[src/rtl/hazard_forward_unit.sv]
// EX-stage operand forwarding selects and ID-stage load-use stall for a 5-stage pipeline.
// Destination tags of in-flight instructions are tracked in a private EX/MEM shadow pipeline.
module hazard_forward_unit #(
    parameter int MEM_LOAD_FWD = 1,
    parameter int CNT_W        = 32
) (
    input  logic             clock,
    input  logic             reset,
    input  logic             id_valid,
    input  logic [4:0]       id_rs1,
    input  logic [4:0]       id_rs2,
    input  logic             id_rs1_used,
    input  logic             id_rs2_used,
    input  logic [4:0]       id_rd,
    input  logic             id_regwrite,
    input  logic             id_is_load,
    input  logic             flush,
    output logic             stall_id,
    output logic             bubble_ex,
    output logic [1:0]       forward_select_A,
    output logic [1:0]       forward_select_B,
    output logic [CNT_W-1:0] stall_count
);

    localparam logic [1:0] FWD_NONE = 2'b00;
    localparam logic [1:0] FWD_WB   = 2'b01;
    localparam logic [1:0] FWD_MEM  = 2'b10;

    logic             ex_valid_reg;
    logic [4:0]       ex_rd_reg;
    logic             ex_wr_reg;
    logic             ex_load_reg;
    logic             mem_valid_reg;
    logic [4:0]       mem_rd_reg;
    logic             mem_wr_reg;
    logic             mem_load_reg;
    logic [1:0]       fwd_a_reg;
    logic [1:0]       fwd_b_reg;
    logic [CNT_W-1:0] stall_count_reg;

    logic             ex_valid_next;
    logic [1:0]       fwd_a_next;
    logic [1:0]       fwd_b_next;
    logic [CNT_W-1:0] stall_count_next;

    logic [4:0]       src_rs   [2];
    logic             src_used [2];
    logic             hit_ex   [2];
    logic             hit_mem  [2];
    logic [1:0]       fwd_next [2];
    logic             load_use;

    assign src_rs[0]   = id_rs1;
    assign src_rs[1]   = id_rs2;
    assign src_used[0] = id_rs1_used;
    assign src_used[1] = id_rs2_used;

    // x0 is hard-wired zero, so a producer writing x0 never forwards.
    genvar gi;
    generate
        for (gi = 0; gi < 2; gi++) begin : g_operand
            assign hit_ex[gi]  = ex_valid_reg & ex_wr_reg & (ex_rd_reg != 5'd0)
                               & (src_rs[gi] == ex_rd_reg) & src_used[gi];
            assign hit_mem[gi] = mem_valid_reg & mem_wr_reg & (mem_rd_reg != 5'd0)
                               & (src_rs[gi] == mem_rd_reg) & src_used[gi];

            // The EX producer is younger than the MEM one and so holds the live value.
            always_comb begin
                fwd_next[gi] = FWD_NONE;
                if (!id_valid || bubble_ex) begin
                    fwd_next[gi] = FWD_NONE;
                end else if (hit_ex[gi]) begin
                    fwd_next[gi] = FWD_MEM;
                end else if (hit_mem[gi]) begin
                    fwd_next[gi] = FWD_WB;
                end
            end
        end
    endgenerate

    // With a MEM-stage load bypass the load value is available in time, so no stall is needed.
    generate
        if (MEM_LOAD_FWD == 0) begin : g_load_stall
            assign load_use = id_valid & ~flush & ex_load_reg & (hit_ex[0] | hit_ex[1]);
        end else begin : g_no_load_stall
            assign load_use = 1'b0;
        end
    endgenerate

    assign stall_id  = load_use;
    assign bubble_ex = load_use | flush;

    assign ex_valid_next = id_valid & ~bubble_ex;
    assign fwd_a_next    = fwd_next[0];
    assign fwd_b_next    = fwd_next[1];

    always_comb begin
        stall_count_next = stall_count_reg;
        if (stall_id && (stall_count_reg != {CNT_W{1'b1}})) begin
            stall_count_next = stall_count_reg + {{(CNT_W-1){1'b0}}, 1'b1};
        end
    end

    always_ff @(posedge clock) begin
        if (reset) begin
            ex_valid_reg    <= 1'b0;
            ex_rd_reg       <= 5'd0;
            ex_wr_reg       <= 1'b0;
            ex_load_reg     <= 1'b0;
            mem_valid_reg   <= 1'b0;
            mem_rd_reg      <= 5'd0;
            mem_wr_reg      <= 1'b0;
            mem_load_reg    <= 1'b0;
            fwd_a_reg       <= FWD_NONE;
            fwd_b_reg       <= FWD_NONE;
            stall_count_reg <= '0;
        end else begin
            ex_valid_reg    <= ex_valid_next;
            ex_rd_reg       <= id_rd;
            ex_wr_reg       <= id_regwrite;
            ex_load_reg     <= id_is_load;
            mem_valid_reg   <= ex_valid_reg;
            mem_rd_reg      <= ex_rd_reg;
            mem_wr_reg      <= ex_wr_reg;
            mem_load_reg    <= ex_load_reg;
            fwd_a_reg       <= fwd_a_next;
            fwd_b_reg       <= fwd_b_next;
            stall_count_reg <= stall_count_next;
        end
    end

    assign forward_select_A = fwd_a_reg;
    assign forward_select_B = fwd_b_reg;
    assign stall_count      = stall_count_reg;

    // The MEM load flag is carried for symmetry with the EX slot; nothing downstream needs it.
    logic unused_mem_load;
    assign unused_mem_load = mem_load_reg;

endmodule
[config.mk]
export PLATFORM = sky130hd
export DESIGN_NAME = hazard_forward_unit
export DESIGN_NICKNAME = d
export VERILOG_FILES = /design/src/rtl/hazard_forward_unit.sv
export SDC_FILE = /design/constraint.sdc
export NUM_CORES = 1
export LEC_CHECK = 0
export ABC_AREA = 1
export BUFFER_PORTS_ARGS = -buffer_cell sky130_fd_sc_hd__buf_2
export CAP_MARGIN = 20
export CORE_MARGIN = 5
export CORE_UTILIZATION = 30
export CTS_CLUSTER_SIZE = 12
export DETAILED_ROUTE_END_ITERATION = 8
export MAX_ROUTING_LAYER = met4
export SLEW_MARGIN = 20
export SYNTH_ARGS = -nofsm -noshare
export SYNTH_HDL_FRONTEND = slang
export SYNTH_SLANG_ARGS = --single-unit
[constraint.sdc]
create_clock -name clock -period 1.2 [get_ports clock]
set_clock_uncertainty 0.2 [all_clocks]
set_input_delay 0 -clock clock [delete_from_list [all_inputs] [get_ports clock]]
set_output_delay 0 -clock clock [all_outputs]
set_load 0.005 [all_outputs]
# After elaboration in Yosys (flattened, before gate mapping)
# Cells that the tools add are included.
op_classes:
  n_reduce_logical: 7
  div_mod_pow: 0
  n_shift: 0
  order_cmp: 0
  add_sub_neg: 0
  n_eq_ne: 4
  n_mux: 4
  mul: 0
  n_bitwise: 14
op_table:
  columns: ["op", "count"]
  rows:
  - ["equality test 5 bit", 4]
  - ["bitwise AND 1 bit", 13]
  - ["nonzero test 5 bit", 2]
  - ["OR reduction 3 bit", 2]
  - ["2-to-1 mux 2 bit", 2]
  - ["2-to-1 mux 1 bit", 2]
  - ["OR reduction 2 bit", 1]
  - ["logical NOT 1 bit", 1]
  - ["logical OR 1 bit", 1]
  - ["NOT 1 bit", 1]
totals:
  elab_cells: 39
  romBits: 0
  memories: 0
  mem_bits_rw: 0
  reg_bits: 18
  latch_bits: 0

# Longest topological paths before layout
# Gate-level depths: netlist (run 1).
depth:
  word_depth: 6
  mapped_depth: 7

# Least setup slack after synthesis (run 1)
# Ideal clock, no wire load.
synth_timing:
  path_type: "register to register"
  startpoint: "register ex_rd_reg[1]"
  endpoint: "register fwd_a_reg[0] (netlist: forward_select_A[0])"
  slack_ns: 0.097
  path_stages_with_launch: 8
  arrival_ns: 0.792
  period_less_slack_ns: 1.103
  n_path_buf: 0
  setup_ns: 0.112
  t_required_ns: 0.888
  cell_sequence: "dfxtp_1 inv_2 nand2_1 nand2_1 nor2_1 nand3_1 nor2_1 nor2_1"
synth_between:
  elab_chain_len: 5
  word_cells_on_any_way: 6
  classes_between: "eq/ne: 1; bitwise: 3; reduce/logical: 2"
synth_lines:
  columns: ["element", "line", "rtl"]
  rows:
  - ["start, declared", "30", "logic [4:0] ex_rd_reg;"]
  - ["start signal, assigned", "119", "ex_rd_reg <= id_rd;"]
  - ["nonzero test 5 bit", "62", "assign hit_ex[gi] = ex_valid_reg & ex_wr_reg & (ex_rd_reg != 5'd0)"]
  - ["bitwise AND 1 bit", "62", null]
  - ["bitwise AND 1 bit * (2 in a row)", "63", "& (src_rs[gi] == ex_rd_reg) & src_used[gi];"]
  - ["OR reduction 3 bit (no source line) *", null, null]
  - ["end signal, assigned", "126", "fwd_a_reg <= fwd_a_next;"]
  - ["end, declared", "37", "logic [1:0] fwd_a_reg;"]
# Every way passes the cells marked *; elsewhere a longest branch is shown, timed or not.
# A chain may end at the register's enable or synchronous reset.

# Worst setup path after layout (run 1)
layout_timing:
  startpoint: "register ex_rd_reg[0]"
  endpoint: "register fwd_a_reg[0] (netlist: forward_select_A[0])"
# Same word-level chain as after synthesis.

==> results of run 1 <==
## layout make-up
type | count | share of cell area
Multi-Input combinational cell | 134 | 0.398
Sequential cell | 18 | 0.272
Timing Repair Buffer | 35 | 0.160
Inverter | 32 | 0.0865
Tap cell | 48 | 0.0432
Clock buffer | 4 | 0.0396
## worst max path at each step
stage / start / end / cells past startpoint
after floorplan: ex_rd_reg[1] / forward_select_A[0] / 7
after global placement: ex_rd_reg[1] / forward_select_A[0] / 7
after detailed placement: ex_rd_reg[1] / forward_select_A[0] / 7
after CTS: ex_rd_reg[2] / forward_select_B[0] / 7
after global routing: ex_rd_reg[2] / forward_select_A[0] / 7
final: ex_rd_reg[0] / forward_select_A[0] / 7
## critical path: stages, from the launching register on
cell     delay, ps
dfxtp_2        350
inv_2           60
nand2_1         50
nand2_1         40
nor2_1         110
nand3_1        130
nor2_2         120
nor2_1          40
## where the power goes
| part | internal (W) | switching, W | leakage (nW) |
|---|---|---|---|
| clock network | 0.000291 | 0.000189 | 0.0288 |
| logic | 0.0000935 | 0.000129 | 0.625 |
| registers | 0.000618 | 0.0000192 | 0.151 |
## cells in the final DEF, fill, tap and decap left out
master / count
nand2_2: 1
nor2_1: 31
inv_2: 6
dfxtp_1: 10
dlygate4sd3_1: 7
a21boi_1: 2
inv_1: 26
dfxtp_2: 5
buf_4: 2
dfxtp_4: 3
nand3_2: 1
nand4_1: 1
nand2_1: 52
dlymetal6s4s_1: 1
buf_2: 25
nand3_1: 7
nor2_2: 2
xor2_1: 2
nor3_2: 1
clkbuf_8: 4
nor3_1: 1
conb_1: 33
## synth_stat cells
library cell and count:
conb_1 1, buf_4 34, a21boi_1 2, nor2_2 1, nand3_2 1, nor3_2 1, nand4_1 1, buf_2 1
dfxtp_1 18, inv_1 26, inv_2 6, nand3_1 7, nor3_1 1, xor2_1 2, nand2_1 53, nor2_1 32
## cell families after synthesis
family          Yosys count  share of synthesized area
simple gates             97                      0.335
buf+inv                  67                      0.325
flops                    18                      0.308
compound gates            2                     0.0128
xor+xnor                  2                     0.0150
other cells               1                    0.00321
## metrics by stage
| stage | total power [W] | utilization | cells |
|---|---|---|---|
| 2_1_floorplan | 0.000854 | - | 219 |
| 3_3_place_gp | 0.000852 | 0.332 | 260 |
| 3_5_place_dp | 0.000852 | 0.332 | 260 |
| 4_1_cts | 0.00136 | 0.369 | 272 |
| 5_1_grt | 0.00143 | 0.374 | 271 |
| 6_report | 0.00134 | 0.374 | 271 |
## repair_timing
action	CTS	global route
resized for setup	3	11
cloned	0	0
endpoints found under the hold margin	19	17
pin swaps	0	3
endpoints found under the setup margin	2	4
setup buffers	0	0
## per-layer routing
layer | track usage | vias up | wire length, um
met5 | - | - | 0
met4 | 0.0246 | 0 | 11
met3 | 0.0222 | 2 | 247
met2 | 0.145 | 42 | 1070
met1 | 0.128 | 408 | 1100
li1 | - | 547 | -
==> impl_metrics.env, run 1 <==
export IMPL_grt_usage=0.0956
export IMPL_ys_ff_latch=18
export IMPL_fin_crit_sh=1.00
export IMPL_min_path_cells=2
export IMPL_power_density_nw_per_um2=965
export IMPL_ctsHoldBuffers=8
export IMPL_maxCapViolCount=0
export IMPL_synth_largest_area_cell="dfxtp_1"
export IMPL_reg2reg_from="ex_rd_reg[0]"
export IMPL_yosysWarnings=0
export IMPL_clkTransAtPathRegs_ps=60
export IMPL_r2r_slack_ps=-2
export IMPL_outcome="complete, but fails checks"
export IMPL_r2r_end="forward_select_A[0]"
export IMPL_synthesis_instances=187
export IMPL_yosysUniqueCellTypes=16
export IMPL_register_area_sq_um=378
export IMPL_multi_input_area_sq_um=553
export IMPL_drt_wl_total_um=2430
export IMPL_crit_path_start_kind="flip-flop"
export IMPL_critPathKind="flip-flop to flip-flop"
export IMPL_fmax_ghz=0.832
export IMPL_final_setup_viol_count=1
export IMPL_ioPinCount=61
export IMPL_row_count=22
export IMPL_wire_per_inst_um=8.97
export IMPL_numCtsBuffers=3
export IMPL_first_pass_iters=4
export IMPL_pre_cts_slack_ps=-21.9
export IMPL_insertion_delay_ps=250
export IMPL_antenna_found_initial=0
export IMPL_endpoint_kind="flip-flop"
export IMPL_gp_congestion=0.843
export IMPL_port_buffers=26
export IMPL_area_delta_synth_final_pct=18.8
export IMPL_chipHeight_um=72.4
export IMPL_initial_core_util=0.314
export IMPL_worstHoldEndpoint="ex_valid_reg"
export IMPL_syn_area_sq_um=1170
export IMPL_cp_max_fo=4
export IMPL_place_detailed_hpwl_um=2070
export IMPL_root_buffer="clkbuf_8"
export IMPL_grt_pass1_wl_um=3800
export IMPL_clockBufferDepth=2
export IMPL_syn_avg_cell_area_sq_um=6.25
export IMPL_setup_slack_ps=-2.27
export IMPL_synth_area_leaders="dfxtp_1, buf_4, nand2_1"
export IMPL_ir_drop_mv=0.442
export IMPL_required_ps=1150
export IMPL_hold_slack_ps=-231
export IMPL_fp_dieW_um=72.4
export IMPL_cts_tree="done"
export IMPL_power_leakage_nw=0.805
export IMPL_place_area_sq_um=1230
export IMPL_drive_gt1_frac=0.224
export IMPL_drcViolationCount=0
export IMPL_overflow=0
export IMPL_fin_crit_ps=1200
export IMPL_cts_sinks=18
export IMPL_grt_setup_unrepaired="yes"
export IMPL_ant_nets=0
export IMPL_ys_seq_area_frac=0.308
export IMPL_fillers=431
export IMPL_synth_top_area_share=0.308
export IMPL_cp_arrival_ps=1150
export IMPL_vias=999
export IMPL_violations="negative hold slack, negative setup slack"
export IMPL_core_area_sq_um=3720
export IMPL_avgViaCountPerCell=3.69
export IMPL_die_area_sq_um=5240
export IMPL_htreeDepth=1
export IMPL_stdcell_area_sq_um=1390
export IMPL_grt_max_degree=14
export IMPL_min_from="reset"
export IMPL_hold_class="primary input to flip-flop"
export IMPL_num_nets_final=247
export IMPL_setup_tns_ps=-2.27
export IMPL_slew_violations=0
export IMPL_ff2ff_path_depth=7
export IMPL_hold_viol_final=18
export IMPL_first_global_vias=841
export IMPL_first_iter_violations=30
export IMPL_antenna_cells=0
(Power assumes the default switching activity.)
==> inputs of run 2 (changes only) <==
==> constraint.sdc (replaced) <==
create_clock -name clock -period 1.4 [get_ports clock]
set_clock_uncertainty 0.2 [all_clocks]
set_input_delay 0 -clock clock [delete_from_list [all_inputs] [get_ports clock]]
set_output_delay 0 -clock clock [all_outputs]
set_load 0.005 [all_outputs]
==> impl_metrics.env, run 2 (synthesized netlist as in run 1, its figures left out) <==
export IMPL_outcome="finished clean"
export IMPL_critPathKind="primary input to flip-flop"
export IMPL_slowest_delay_ps=550
export IMPL_instances_no_fill=288
export IMPL_cp_arrival_ps=1260
export IMPL_required_ps=1340
export IMPL_first_global_vias=885
export IMPL_maxCapViolCount=0
export IMPL_multi_input_area_sq_um=548
export IMPL_hold_viol_final=0
export IMPL_root_buffer="clkbuf_8"
export IMPL_area_delta_synth_final_pct=31.0
export IMPL_antenna_cells=0
export IMPL_grt_setup_unrepaired="no"
export IMPL_cp_slowest_cell="dlygate4sd3_1"
export IMPL_antenna_found_initial=0
export IMPL_initial_core_util=0.314
export IMPL_post_place_cells=259
export IMPL_endpoint_kind="flip-flop"
export IMPL_port_buffers=26
export IMPL_drcViolationCount=0
export IMPL_grt_max_degree=11
export IMPL_crit_family="buffers and inverters"
export IMPL_numCtsBuffers=3
export IMPL_vias=1085
export IMPL_place_detailed_hpwl_um=2020
export IMPL_cts_tree="done"
export IMPL_core_area_sq_um=3720
export IMPL_row_count=22
export IMPL_hold_slack_ps=4.51
export IMPL_cts_repair_resized=0
export IMPL_first_iter_violations=21
export IMPL_avgViaCountPerCell=3.77
export IMPL_most_common_layout_cells="nand2_1, conb_1, nor2_1, inv_1, buf_2"
export IMPL_crit_top_cell="dlygate4sd3_1"
export IMPL_slew_violations=0
export IMPL_power_leakage_nw=0.874
export IMPL_clockBufferDepth=2
export IMPL_fin_crit_ps=1320
export IMPL_gp_congestion=0.820
export IMPL_setup_slack_ps=77.9
export IMPL_fmax_ghz=0.756
export IMPL_register_area_sq_um=360
export IMPL_crit_chain="dlygate4sd3_1, buf_2, inv_1, nor2_1, dlygate4sd3_1"
export IMPL_layout_commonest_cell="nand2_1"
export IMPL_cp_max_fo=1
export IMPL_hold_class="primary input to flip-flop"
export IMPL_crit_path_start_kind="primary input"
export IMPL_post_cts_setup_buffer_count=0
export IMPL_insertion_delay_ps=250
export IMPL_drt_wl_total_um=2530
export IMPL_path_buf_inv=4
export IMPL_ir_drop_mv=0.419
export IMPL_drive_gt1_frac=0.167
export IMPL_pre_cts_slack_ps=157
export IMPL_ant_nets=0
export IMPL_grt_pass1_wl_um=3800
export IMPL_setup_tns_ps=0
export IMPL_power_density_nw_per_um2=774
export IMPL_first_pass_iters=4
export IMPL_wire_per_inst_um=8.77
export IMPL_htreeDepth=1
export IMPL_overflow=0
export IMPL_total_power_w=0.00119
export IMPL_ctsHoldBuffers=25
export IMPL_chipHeight_um=72.4
export IMPL_grt_usage=0.0971
export IMPL_fillers=426
export IMPL_final_setup_viol_count=0
export IMPL_num_nets_final=264
export IMPL_fin_crit_sh=0.944
export IMPL_clkTransAtPathRegs_ps=70
export IMPL_cts_sinks=18
export IMPL_die_area_sq_um=5240
export IMPL_fp_dieW_um=72.4
export IMPL_ioPinCount=61
## run 2: cell count changes in the layout (fill, tap and decap cells not counted), sizes merged
cell | before | now
dlygate4sd3 | 7 | 25
dlymetal6s4s | 1 | 0
## run 2: final timing paths
check,start,end,slack [ps],cells past startpoint
min,id_rs1[4],forward_select_A[1],5,6
max reg2reg,ex_rd_reg[3],forward_select_A[0],170,7
min reg2reg,ex_wr_reg,mem_wr_reg,230,2
max,id_rd[2],ex_rd_reg[2],80,5
## run 2: routing by layer
metal	global-route usage	part of all wire	vias up	wire (um)
met1	0.108	0.41	456	1030
li1	-	-	581	-
met2	0.164	0.47	43	1190
met4	0.0369	0.017	0	44
met3	0.0277	0.10	5	264
met5	-	0	-	0
## run 2: cell type report
type,count,share of cell area
Inverter,32,0.0784
Timing Repair Buffer,52,0.253
Clock buffer,4,0.0359
Sequential cell,18,0.235
Tap cell,48,0.0392
Multi-Input combinational cell,134,0.358
## run 2: where the power goes
part	internal [W]	switching (W)	total, W
clock	0.000250	0.000165	0.000415
sequential	0.000530	0.0000168	0.000547
combinational	0.000109	0.000116	0.000224
## run 2: per-stage QoR
stage,utilization,instance area (sq um)
3_5_place_dp,0.330,1230
5_1_grt,0.412,1530
2_1_floorplan,-,1290
6_report,0.412,1530
3_3_place_gp,0.330,1230
4_1_cts,0.412,1530
## run 2: tightest hold or removal path, cell delays in order
cell and delay [ps]:
buf_2 110, nand2_1 50, nand2_1 60, nor2_1 40
nand3_1 100, nor3_2 40
